File: src/rtl/pipe_hazard_ctrl_if.sv
// pipe_hazard_ctrl_if
//   Bundles the hazard controller's pipeline-facing signals.
//   Inputs to the controller: ID register fields, EX load/branch/mdu status,
//   ID jump decode and the data-memory stall.
//   Outputs from the controller: stage-register write enables, flushes,
//   MDU status and the stall cycle counter.
//   master: the pipeline side (drives status, receives controls).
//   slave : the hazard controller.
interface pipe_hazard_ctrl_if;
    logic [4:0]  id_rs;
    logic [4:0]  id_rt;
    logic        id_uses_rt;
    logic        ex_mem_read;
    logic [4:0]  ex_rd;
    logic        ex_branch_taken;
    logic        id_jump;
    logic        ex_mdu_start;
    logic        mem_stall;

    logic        pc_wr;
    logic        if_id_wr;
    logic        id_ex_wr;
    logic        ex_mem_wr;
    logic        mem_wb_wr;
    logic        if_id_flush;
    logic        id_ex_flush;
    logic        ex_mem_flush;
    logic        mem_wb_flush;
    logic        mdu_busy;
    logic        mdu_done;
    logic [15:0] stall_cnt;

    modport master (
        output id_rs, id_rt, id_uses_rt, ex_mem_read, ex_rd,
               ex_branch_taken, id_jump, ex_mdu_start, mem_stall,
        input  pc_wr, if_id_wr, id_ex_wr, ex_mem_wr, mem_wb_wr,
               if_id_flush, id_ex_flush, ex_mem_flush, mem_wb_flush,
               mdu_busy, mdu_done, stall_cnt
    );

    modport slave (
        input  id_rs, id_rt, id_uses_rt, ex_mem_read, ex_rd,
               ex_branch_taken, id_jump, ex_mdu_start, mem_stall,
        output pc_wr, if_id_wr, id_ex_wr, ex_mem_wr, mem_wb_wr,
               if_id_flush, id_ex_flush, ex_mem_flush, mem_wb_flush,
               mdu_busy, mdu_done, stall_cnt
    );
endinterface

File: src/rtl/pipe_hazard_ctrl.sv
// pipe_hazard_ctrl
//   Five-stage pipeline hazard controller. Resolves, in priority order,
//   data-memory stall, multi-cycle mul/div stall, taken-branch flush,
//   load-use stall and jump flush into stage-register write enables and
//   NOP-insert flushes. Counts cycles in which the PC is held.
// Ports
//   clk   : rising-edge clock
//   rst_n : asynchronous active-low reset
//   hz    : pipe_hazard_ctrl_if.slave (status in, controls out)
// Parameter
//   MDU_LAT : stall cycles per mul/div operation (2..65535)
module pipe_hazard_ctrl #(
    parameter int unsigned MDU_LAT = 32
) (
    input  logic             clk,
    input  logic             rst_n,
    pipe_hazard_ctrl_if.slave hz
);

    localparam logic [0:0]  S_RUN  = 1'b0;
    localparam logic [0:0]  S_MDU  = 1'b1;
    localparam logic [15:0] LAT_M1 = 16'(MDU_LAT - 1);

    logic [0:0]  state;
    logic [15:0] cnt;
    logic        skip;
    logic [15:0] stall_cnt_q;

    logic        load_use;
    logic        mdu_start;
    logic        mdu_stall;
    logic        pc_wr, if_id_wr, id_ex_wr, ex_mem_wr, mem_wb_wr;
    logic        if_id_flush, id_ex_flush, ex_mem_flush, mem_wb_flush;
    logic        mdu_done;

    // r0 is never a real producer, so a load to r0 cannot cause a hazard.
    assign load_use = hz.ex_mem_read && (hz.ex_rd != 5'd0) &&
                      ((hz.ex_rd == hz.id_rs) ||
                       (hz.id_uses_rt && (hz.ex_rd == hz.id_rt)));

    // skip masks the mul/div that just finished and is still sitting in EX
    // for one more cycle, so it is not started a second time.
    assign mdu_start = (state == S_RUN) && hz.ex_mdu_start && !skip && !hz.mem_stall;
    assign mdu_stall = (state == S_MDU) || mdu_start;

    always_comb begin
        pc_wr        = 1'b1;
        if_id_wr     = 1'b1;
        id_ex_wr     = 1'b1;
        ex_mem_wr    = 1'b1;
        mem_wb_wr    = 1'b1;
        if_id_flush  = 1'b0;
        id_ex_flush  = 1'b0;
        ex_mem_flush = 1'b0;
        mem_wb_flush = 1'b0;
        mdu_done     = 1'b0;
        if (!rst_n) begin
            pc_wr     = 1'b0;
            if_id_wr  = 1'b0;
            id_ex_wr  = 1'b0;
            ex_mem_wr = 1'b0;
            mem_wb_wr = 1'b0;
        end else if (hz.mem_stall) begin
            // Freeze front of pipe; retire a bubble into WB so the stalled
            // MEM instruction is not written back twice.
            pc_wr        = 1'b0;
            if_id_wr     = 1'b0;
            id_ex_wr     = 1'b0;
            ex_mem_wr    = 1'b0;
            mem_wb_flush = 1'b1;
        end else if (mdu_stall) begin
            // Hold the mul/div in EX, feed bubbles into MEM.
            pc_wr        = 1'b0;
            if_id_wr     = 1'b0;
            id_ex_wr     = 1'b0;
            ex_mem_flush = 1'b1;
            mdu_done     = (state == S_MDU) && (cnt == 16'd1);
        end else if (hz.ex_branch_taken) begin
            if_id_flush = 1'b1;
            id_ex_flush = 1'b1;
        end else if (load_use) begin
            pc_wr       = 1'b0;
            if_id_wr    = 1'b0;
            id_ex_flush = 1'b1;
        end else if (hz.id_jump) begin
            if_id_flush = 1'b1;
        end
    end

    always_ff @(posedge clk or negedge rst_n) begin
        if (!rst_n) begin
            state <= S_RUN;
            cnt   <= 16'd0;
            skip  <= 1'b0;
        end else if (!hz.mem_stall) begin
            if (state == S_RUN) begin
                skip <= 1'b0;
                if (mdu_start) begin
                    state <= S_MDU;
                    cnt   <= LAT_M1;
                end
            end else begin
                if (cnt == 16'd1) begin
                    state <= S_RUN;
                    skip  <= 1'b1;
                    cnt   <= 16'd0;
                end else begin
                    cnt <= cnt - 16'd1;
                end
            end
        end
    end

    always_ff @(posedge clk or negedge rst_n) begin
        if (!rst_n)
            stall_cnt_q <= 16'd0;
        else if (!pc_wr && (stall_cnt_q != 16'hFFFF))
            stall_cnt_q <= stall_cnt_q + 16'd1;
    end

    assign hz.pc_wr        = pc_wr;
    assign hz.if_id_wr     = if_id_wr;
    assign hz.id_ex_wr     = id_ex_wr;
    assign hz.ex_mem_wr    = ex_mem_wr;
    assign hz.mem_wb_wr    = mem_wb_wr;
    assign hz.if_id_flush  = if_id_flush;
    assign hz.id_ex_flush  = id_ex_flush;
    assign hz.ex_mem_flush = ex_mem_flush;
    assign hz.mem_wb_flush = mem_wb_flush;
    assign hz.mdu_busy     = rst_n && (state == S_MDU);
    assign hz.mdu_done     = mdu_done;
    assign hz.stall_cnt    = stall_cnt_q;

endmodule

File: src/flat_wrapper.sv
// flat-port wrapper written by rule: the top's interface ports become plain ports
module pipe_hazard_ctrl_flat 
#(
    parameter int unsigned MDU_LAT = 32
)
  (clk, rst_n, hz_id_rs, hz_id_rt, hz_id_uses_rt, hz_ex_mem_read, hz_ex_rd, hz_ex_branch_taken, hz_id_jump, hz_ex_mdu_start, hz_mem_stall, hz_pc_wr, hz_if_id_wr, hz_id_ex_wr, hz_ex_mem_wr, hz_mem_wb_wr, hz_if_id_flush, hz_id_ex_flush, hz_ex_mem_flush, hz_mem_wb_flush, hz_mdu_busy, hz_mdu_done, hz_stall_cnt);
  pipe_hazard_ctrl_if hz_i ();
  input  logic clk;
  input  logic rst_n;
  input wire logic [$bits(hz_i.id_rs)-1:0] hz_id_rs;
  input wire logic [$bits(hz_i.id_rt)-1:0] hz_id_rt;
  input wire logic [$bits(hz_i.id_uses_rt)-1:0] hz_id_uses_rt;
  input wire logic [$bits(hz_i.ex_mem_read)-1:0] hz_ex_mem_read;
  input wire logic [$bits(hz_i.ex_rd)-1:0] hz_ex_rd;
  input wire logic [$bits(hz_i.ex_branch_taken)-1:0] hz_ex_branch_taken;
  input wire logic [$bits(hz_i.id_jump)-1:0] hz_id_jump;
  input wire logic [$bits(hz_i.ex_mdu_start)-1:0] hz_ex_mdu_start;
  input wire logic [$bits(hz_i.mem_stall)-1:0] hz_mem_stall;
  output wire logic [$bits(hz_i.pc_wr)-1:0] hz_pc_wr;
  output wire logic [$bits(hz_i.if_id_wr)-1:0] hz_if_id_wr;
  output wire logic [$bits(hz_i.id_ex_wr)-1:0] hz_id_ex_wr;
  output wire logic [$bits(hz_i.ex_mem_wr)-1:0] hz_ex_mem_wr;
  output wire logic [$bits(hz_i.mem_wb_wr)-1:0] hz_mem_wb_wr;
  output wire logic [$bits(hz_i.if_id_flush)-1:0] hz_if_id_flush;
  output wire logic [$bits(hz_i.id_ex_flush)-1:0] hz_id_ex_flush;
  output wire logic [$bits(hz_i.ex_mem_flush)-1:0] hz_ex_mem_flush;
  output wire logic [$bits(hz_i.mem_wb_flush)-1:0] hz_mem_wb_flush;
  output wire logic [$bits(hz_i.mdu_busy)-1:0] hz_mdu_busy;
  output wire logic [$bits(hz_i.mdu_done)-1:0] hz_mdu_done;
  output wire logic [$bits(hz_i.stall_cnt)-1:0] hz_stall_cnt;
  assign hz_i.id_rs = hz_id_rs;
  assign hz_i.id_rt = hz_id_rt;
  assign hz_i.id_uses_rt = hz_id_uses_rt;
  assign hz_i.ex_mem_read = hz_ex_mem_read;
  assign hz_i.ex_rd = hz_ex_rd;
  assign hz_i.ex_branch_taken = hz_ex_branch_taken;
  assign hz_i.id_jump = hz_id_jump;
  assign hz_i.ex_mdu_start = hz_ex_mdu_start;
  assign hz_i.mem_stall = hz_mem_stall;
  assign hz_pc_wr = hz_i.pc_wr;
  assign hz_if_id_wr = hz_i.if_id_wr;
  assign hz_id_ex_wr = hz_i.id_ex_wr;
  assign hz_ex_mem_wr = hz_i.ex_mem_wr;
  assign hz_mem_wb_wr = hz_i.mem_wb_wr;
  assign hz_if_id_flush = hz_i.if_id_flush;
  assign hz_id_ex_flush = hz_i.id_ex_flush;
  assign hz_ex_mem_flush = hz_i.ex_mem_flush;
  assign hz_mem_wb_flush = hz_i.mem_wb_flush;
  assign hz_mdu_busy = hz_i.mdu_busy;
  assign hz_mdu_done = hz_i.mdu_done;
  assign hz_stall_cnt = hz_i.stall_cnt;
  pipe_hazard_ctrl #(.MDU_LAT(MDU_LAT)) u_core (.clk(clk), .rst_n(rst_n), .hz(hz_i));
endmodule
File: config.mk
export PLATFORM = sky130hd
export DESIGN_NAME = pipe_hazard_ctrl_flat
export DESIGN_NICKNAME = d
export VERILOG_FILES = /design/src/rtl/pipe_hazard_ctrl_if.sv /design/src/rtl/pipe_hazard_ctrl.sv /design/src/flat_wrapper.sv
export SDC_FILE = /design/constraint.sdc
export NUM_CORES = 1
export LEC_CHECK = 0
export CAP_MARGIN = 30
export CORE_UTILIZATION = 48
export DETAILED_ROUTE_END_ITERATION = 8
export PLACE_DENSITY = 0.79
export SKIP_LAST_GASP = 1
export SYNTH_ARGS = -nofsm -noshare
export SYNTH_HDL_FRONTEND = slang
export SYNTH_SLANG_ARGS = --single-unit
File: constraint.sdc
create_clock -name clk -period 2.8 [get_ports clk]
set_input_delay 0.42 -clock clk [delete_from_list [all_inputs] [get_ports clk]]
set_output_delay 0.42 -clock clk [all_outputs]
set_load 0.02 [all_outputs]
; Word level (Yosys, flattened, before mapping)
; Cells that the tools add are included.
[op_classes]
add_sub_neg = 2
mul = 0
div_mod_pow = 0
order_cmp = 0
n_eq_ne = 5
shifts = 0
n_mux = 38
n_bitwise = 2
reduce_logical = 18
[ops]
columns = operator, n
row1 = two-way mux 16 bit, 3
row2 = two-way mux 1 bit, 35
row3 = adder 16 x 1 -> 16 bit (second input constant), 1
row4 = equality test 16 x 1 -> 1 bit (second input constant), 1
row5 = inequality test 16 bit (second input constant), 1
row6 = subtractor 16 x 1 -> 16 bit (second input constant), 1
row7 = equality test 5 bit, 2
row8 = logical AND 1 bit, 9
row9 = nonzero test 5 bit, 1
row10 = AND reduction 2 bit, 2
row11 = zero test 1 bit, 3
row12 = logical OR 1 bit, 2
row13 = inequality test 2 bit (second input constant), 1
row14 = NOT 1 bit, 2
row15 = nonzero test 2 bit, 1
[totals]
register_bits = 34
latch_bits = 0
ramBits = 0
romBits = 0
inputBits = 23
elab_cells = 69
mem_count = 0

; Longest topological paths before layout
[depth]
ltp_word = 11
ltp_mapped = 7

; Worst setup path before layout
; No wires, ideal clock.
[synth_timing]
kind = input port to output port
start = input port hz_ex_rd[0]
end = output port hz_pc_wr
arrival_time_ns = 2.107
slack_ns = 0.273
cell_stages = 5
path_buffers = 2
path_cell_list = or4_1 o21ai_0 o311a_1 clkbuf_1 buf_4
[synth_between]
elab_chain_cells = 9
word_cells_on_any_way = 12
[synth_lines]
columns = element, line_no
row1 = "start, declared", flat_wrapper.sv:14  ; input wire logic [$bits(hz_i.ex_rd)-1:0] hz_ex_rd;
row2 = equality test 5 bit, pipe_hazard_ctrl.sv:39  ; (hz.id_uses_rt && (hz.ex_rd == hz.id_rt)));
row3 = logical AND 1 bit, pipe_hazard_ctrl.sv:39
row4 = logical OR 1 bit, pipe_hazard_ctrl.sv:38  ; ((hz.ex_rd == hz.id_rs) ||
row5 = logical AND 1 bit (*), pipe_hazard_ctrl.sv:37  ; assign load_use = hz.ex_mem_read && (hz.ex_rd != 5'd0) &&
row6 = two-way mux 1 bit (*) (5 in a row), -
row7 = "end, declared", flat_wrapper.sv:19  ; output wire logic [$bits(hz_i.pc_wr)-1:0] hz_pc_wr;
; Every way passes the cells marked *; elsewhere a longest branch is shown, timed or not.

; Worst setup path in the final report
[layout_timing]
start = input port hz_ex_rd[1]
end = output port hz_if_id_wr
[layout_between]
elab_chain_cells = 9
word_cells_on_any_way = 12
[layout_lines]
columns = element, line_no
row1 = equality test 5 bit, pipe_hazard_ctrl.sv:39
row2 = logical AND 1 bit, pipe_hazard_ctrl.sv:39
row3 = logical OR 1 bit, pipe_hazard_ctrl.sv:38
row4 = logical AND 1 bit (*), pipe_hazard_ctrl.sv:37
row5 = two-way mux 1 bit (*), pipe_hazard_ctrl.sv:81  ; end else if (load_use) begin
row6 = two-way mux 1 bit (*), pipe_hazard_ctrl.sv:78  ; end else if (hz.ex_branch_taken) begin
row7 = two-way mux 1 bit (*), pipe_hazard_ctrl.sv:71  ; end else if (mdu_stall) begin
row8 = two-way mux 1 bit (*), pipe_hazard_ctrl.sv:63  ; end else if (hz.mem_stall) begin
row9 = two-way mux 1 bit (*), pipe_hazard_ctrl.sv:57  ; if (!rst_n) begin
row10 = "end, declared", flat_wrapper.sv:20  ; output wire logic [$bits(hz_i.if_id_wr)-1:0] hz_if_id_wr;
; Marked as above.

==> impl_metrics.env <==
export IMPL_status="finished, violations left"
export IMPL_failed_checks="negative setup slack"
export IMPL_tritoncts="done"
export IMPL_critPathKind="input pin to primary output"
export IMPL_worst_slew_pin_slew_ns=0.639
export IMPL_max_cap_violations=0
export IMPL_regArea_sq_um=851
export IMPL_r2r_end="u_core.cnt[11]"
export IMPL_place_hpwl_mm=3.26
export IMPL_cp_arrival_ns=2.41
export IMPL_drtIter0Drc=93
export IMPL_timing_final_ws_setup_ns=-0.0302
export IMPL_grt_max_degree=36
export IMPL_synth_cells=191
export IMPL_whs_ns=0.451
export IMPL_multi_input_area_sq_um=985
export IMPL_peakVddDrop_uv=626
export IMPL_drc_errors=0
export IMPL_finClkSkew_ns=0.00990
export IMPL_antenna_left=0
export IMPL_wl_met2_mm=2.19
export IMPL_power_uw=2150
export IMPL_ioPinCount=50
export IMPL_numPortBuffers=49
export IMPL_core_area_sq_um=3720
export IMPL_avgSynthCellArea_sq_um=9.95
export IMPL_power_frac_comb=0.445
export IMPL_antenna_found_initial=0
export IMPL_fill_cells=274
export IMPL_pwr_share_seq=0.395
export IMPL_seq_area_frac_synth=0.448
export IMPL_globalplace_congestion=0.867
export IMPL_max_clock_freq_mhz=353
export IMPL_ys_types=45
export IMPL_synth_fp_nets=217
export IMPL_cts_reportedPaths_clkPinSlew_ns=0.07
export IMPL_drt_wl_total_mm=4.44
export IMPL_wl_per_cell_microns=14.1
export IMPL_die_height_microns=64.9
export IMPL_clockPowerShare=0.160
export IMPL_yosys_warnings=0
export IMPL_clockBufferDepth=2
export IMPL_rsz0062_at_grt="yes"
export IMPL_dr_wl_met3_microns=188
export IMPL_rrSetupSlack_ns=0.31
export IMPL_worstPathRequired_ns=2.38
export IMPL_rr_worst_depth=7
export IMPL_worstPathMaxFanout=3
export IMPL_nNetsFinal=294
export IMPL_synth_seq_cells=34
export IMPL_switching_share=0.379
export IMPL_drtPass1Iterations=4
export IMPL_synth_top_area_frac=0.448
export IMPL_cts_buffers_inserted=5
export IMPL_async_flop_share=1.00
export IMPL_met1_length_mm=2.01
export IMPL_insertion_delay_ns=0.29
export IMPL_top_layer_used="met4"
export IMPL_setup_violations=1
export IMPL_hold_viol_final=0
export IMPL_vias=1643
export IMPL_ys_flop_type="dfrtp_1"
export IMPL_grt_pass1_wl_mm=7.34
export IMPL_p_int_uw=1340
export IMPL_relSlewSlack=0.572
export IMPL_grt_pass1_vias=1576
export IMPL_r2r_start="u_core.cnt[4]"
export IMPL_synth_area_leaders="dfrtp_1, xor2_1, nor2_1"
export IMPL_synthTopCellsByCount="dfrtp_1, nor2_1, xor2_1"
export IMPL_start_util=0.511
export IMPL_yosysTopAreaCell="dfrtp_1"
export IMPL_synth_edf_count=0
export IMPL_startpoint_type="input pin"
export IMPL_slew_violations=0
export IMPL_dp_cells=306
export IMPL_critical_path_endpoint_type="primary output"
export IMPL_area_growth_pct=41.3
export IMPL_cp_startpoint="hz_ex_rd[1]"
export IMPL_finalCriticalPeriod_ns=2.83
export IMPL_power_density_nw_per_um2=802
export IMPL_yosysMostFrequentCell="dfrtp_1"
export IMPL_post_route_cells_drive_above_1_share=0.172
export IMPL_clock_sinks=34
export IMPL_die_w_microns=64.9
export IMPL_via_per_inst=5.20
export IMPL_overflow=0
export IMPL_p_leak_uw=0.00121
export IMPL_antenna_cells=0
export IMPL_final_cells=316
export IMPL_synth_area_sq_um=1900
export IMPL_power_switching_uw=816
export IMPL_grtUsageTotal=0.230
export IMPL_htreeDepth=2
export IMPL_fin_crit_sh=1.01
export IMPL_worstHoldPathType="input pin to async pin"
export IMPL_die_area_sq_um=4220
export IMPL_num_rows=22
export IMPL_place_ws_ns=-0.224
export IMPL_root_buffer="clkbuf_8"
## worst max-delay path, stage by stage
cell and delay, ns:
clkdlybuf4s50_1 0.45, xor2_1 0.19, nor4_1 0.27, a32oi_1 0.18, o311a_1 0.41, buf_4 0.17
dlygate4sd2_1 0.31
## routing by layer
metal | track usage | up-vias
met4 | 0.0750 | 0
met1 | 0.298 | 766
li1 | - | 822
met5 | 0 | -
met3 | 0.0651 | 8
met2 | 0.368 | 47
## through the flow
step / cell area [sq um] / util / setup TNS [ns]
finish: 2690 / 0.723 / -0.0302
global route: 2690 / 0.723 / -0.158
CTS: 2680 / 0.722 / -0.0814
detailed placement: 2590 / 0.697 / -0.706
global placement: 2590 / 0.697 / -0.557
floorplan: 1900 / - / 0
## registers in the layout (all words and copies together), names as in the netlist
signal	count
u_core.hz.stall_cnt	16
u_core.skip	1
u_core.state	1
u_core.cnt	16
## logic make-up after synthesis
| family | Yosys count | synth area share |
|---|---|---|
| flip-flops | 34 | 0.448 |
| AO/OA/AOI/OAI | 20 | 0.0737 |
| AND/OR/NAND/NOR | 83 | 0.251 |
| buffers and inverters | 14 | 0.0342 |
| adder cells (fa/ha/maj) | 3 | 0.0198 |
| multiplexers | 3 | 0.0171 |
| XOR/XNOR | 34 | 0.157 |
## power by group through the flow
stage	clock network (uW)	logic, uW	registers, uW
finish	344	959	850
global route	382	1040	879
CTS	350	967	847
detailed placement	0	961	846
global placement	0	941	843
floorplan	0	431	925
## worst max-delay path by stage
stage,cells past startpoint,to
floorplan,5,hz_pc_wr
global placement,5,hz_pc_wr
detailed placement,5,hz_pc_wr
CTS,6,hz_mdu_done
global route,7,hz_if_id_wr
finish,7,hz_if_id_wr
## cell usage in the layout, fill, tap and decap left out, drive strengths merged, types with 4 or more instances in the layout
cell and instances:
or4 4, nor2 25, nor4 8, nor3 10, xnor2 10, and3 4, buf 27, o21ai 4
nand2 11, a21oi 5, nor4b 4, dfrtp 34, xor2 24, clkdlybuf4s50 43, clkbuf 6, inv 8
dlygate4sd2 4
## timing repair
action | 4_1_cts | 5_1_grt
gates cloned | 0 | 0
pin swaps | 0 | 2
hold buffers | 1 | 0
endpoints found under the hold margin | 1 | 0
setup buffers | 1 | 1
setup endpoints to repair | 5 | 2
resized for setup | 6 | 2
## area by class of cell
class	count	area share
Inverter	8	0.0112
Clock inverter	2	0.00373
Timing Repair Buffer	76	0.253
Tap cell	48	0.0224
Clock buffer	5	0.0256
Sequential cell	34	0.317
Multi-Input combinational cell	143	0.367
No activity file was read; power rests on OpenSTA's default activity.
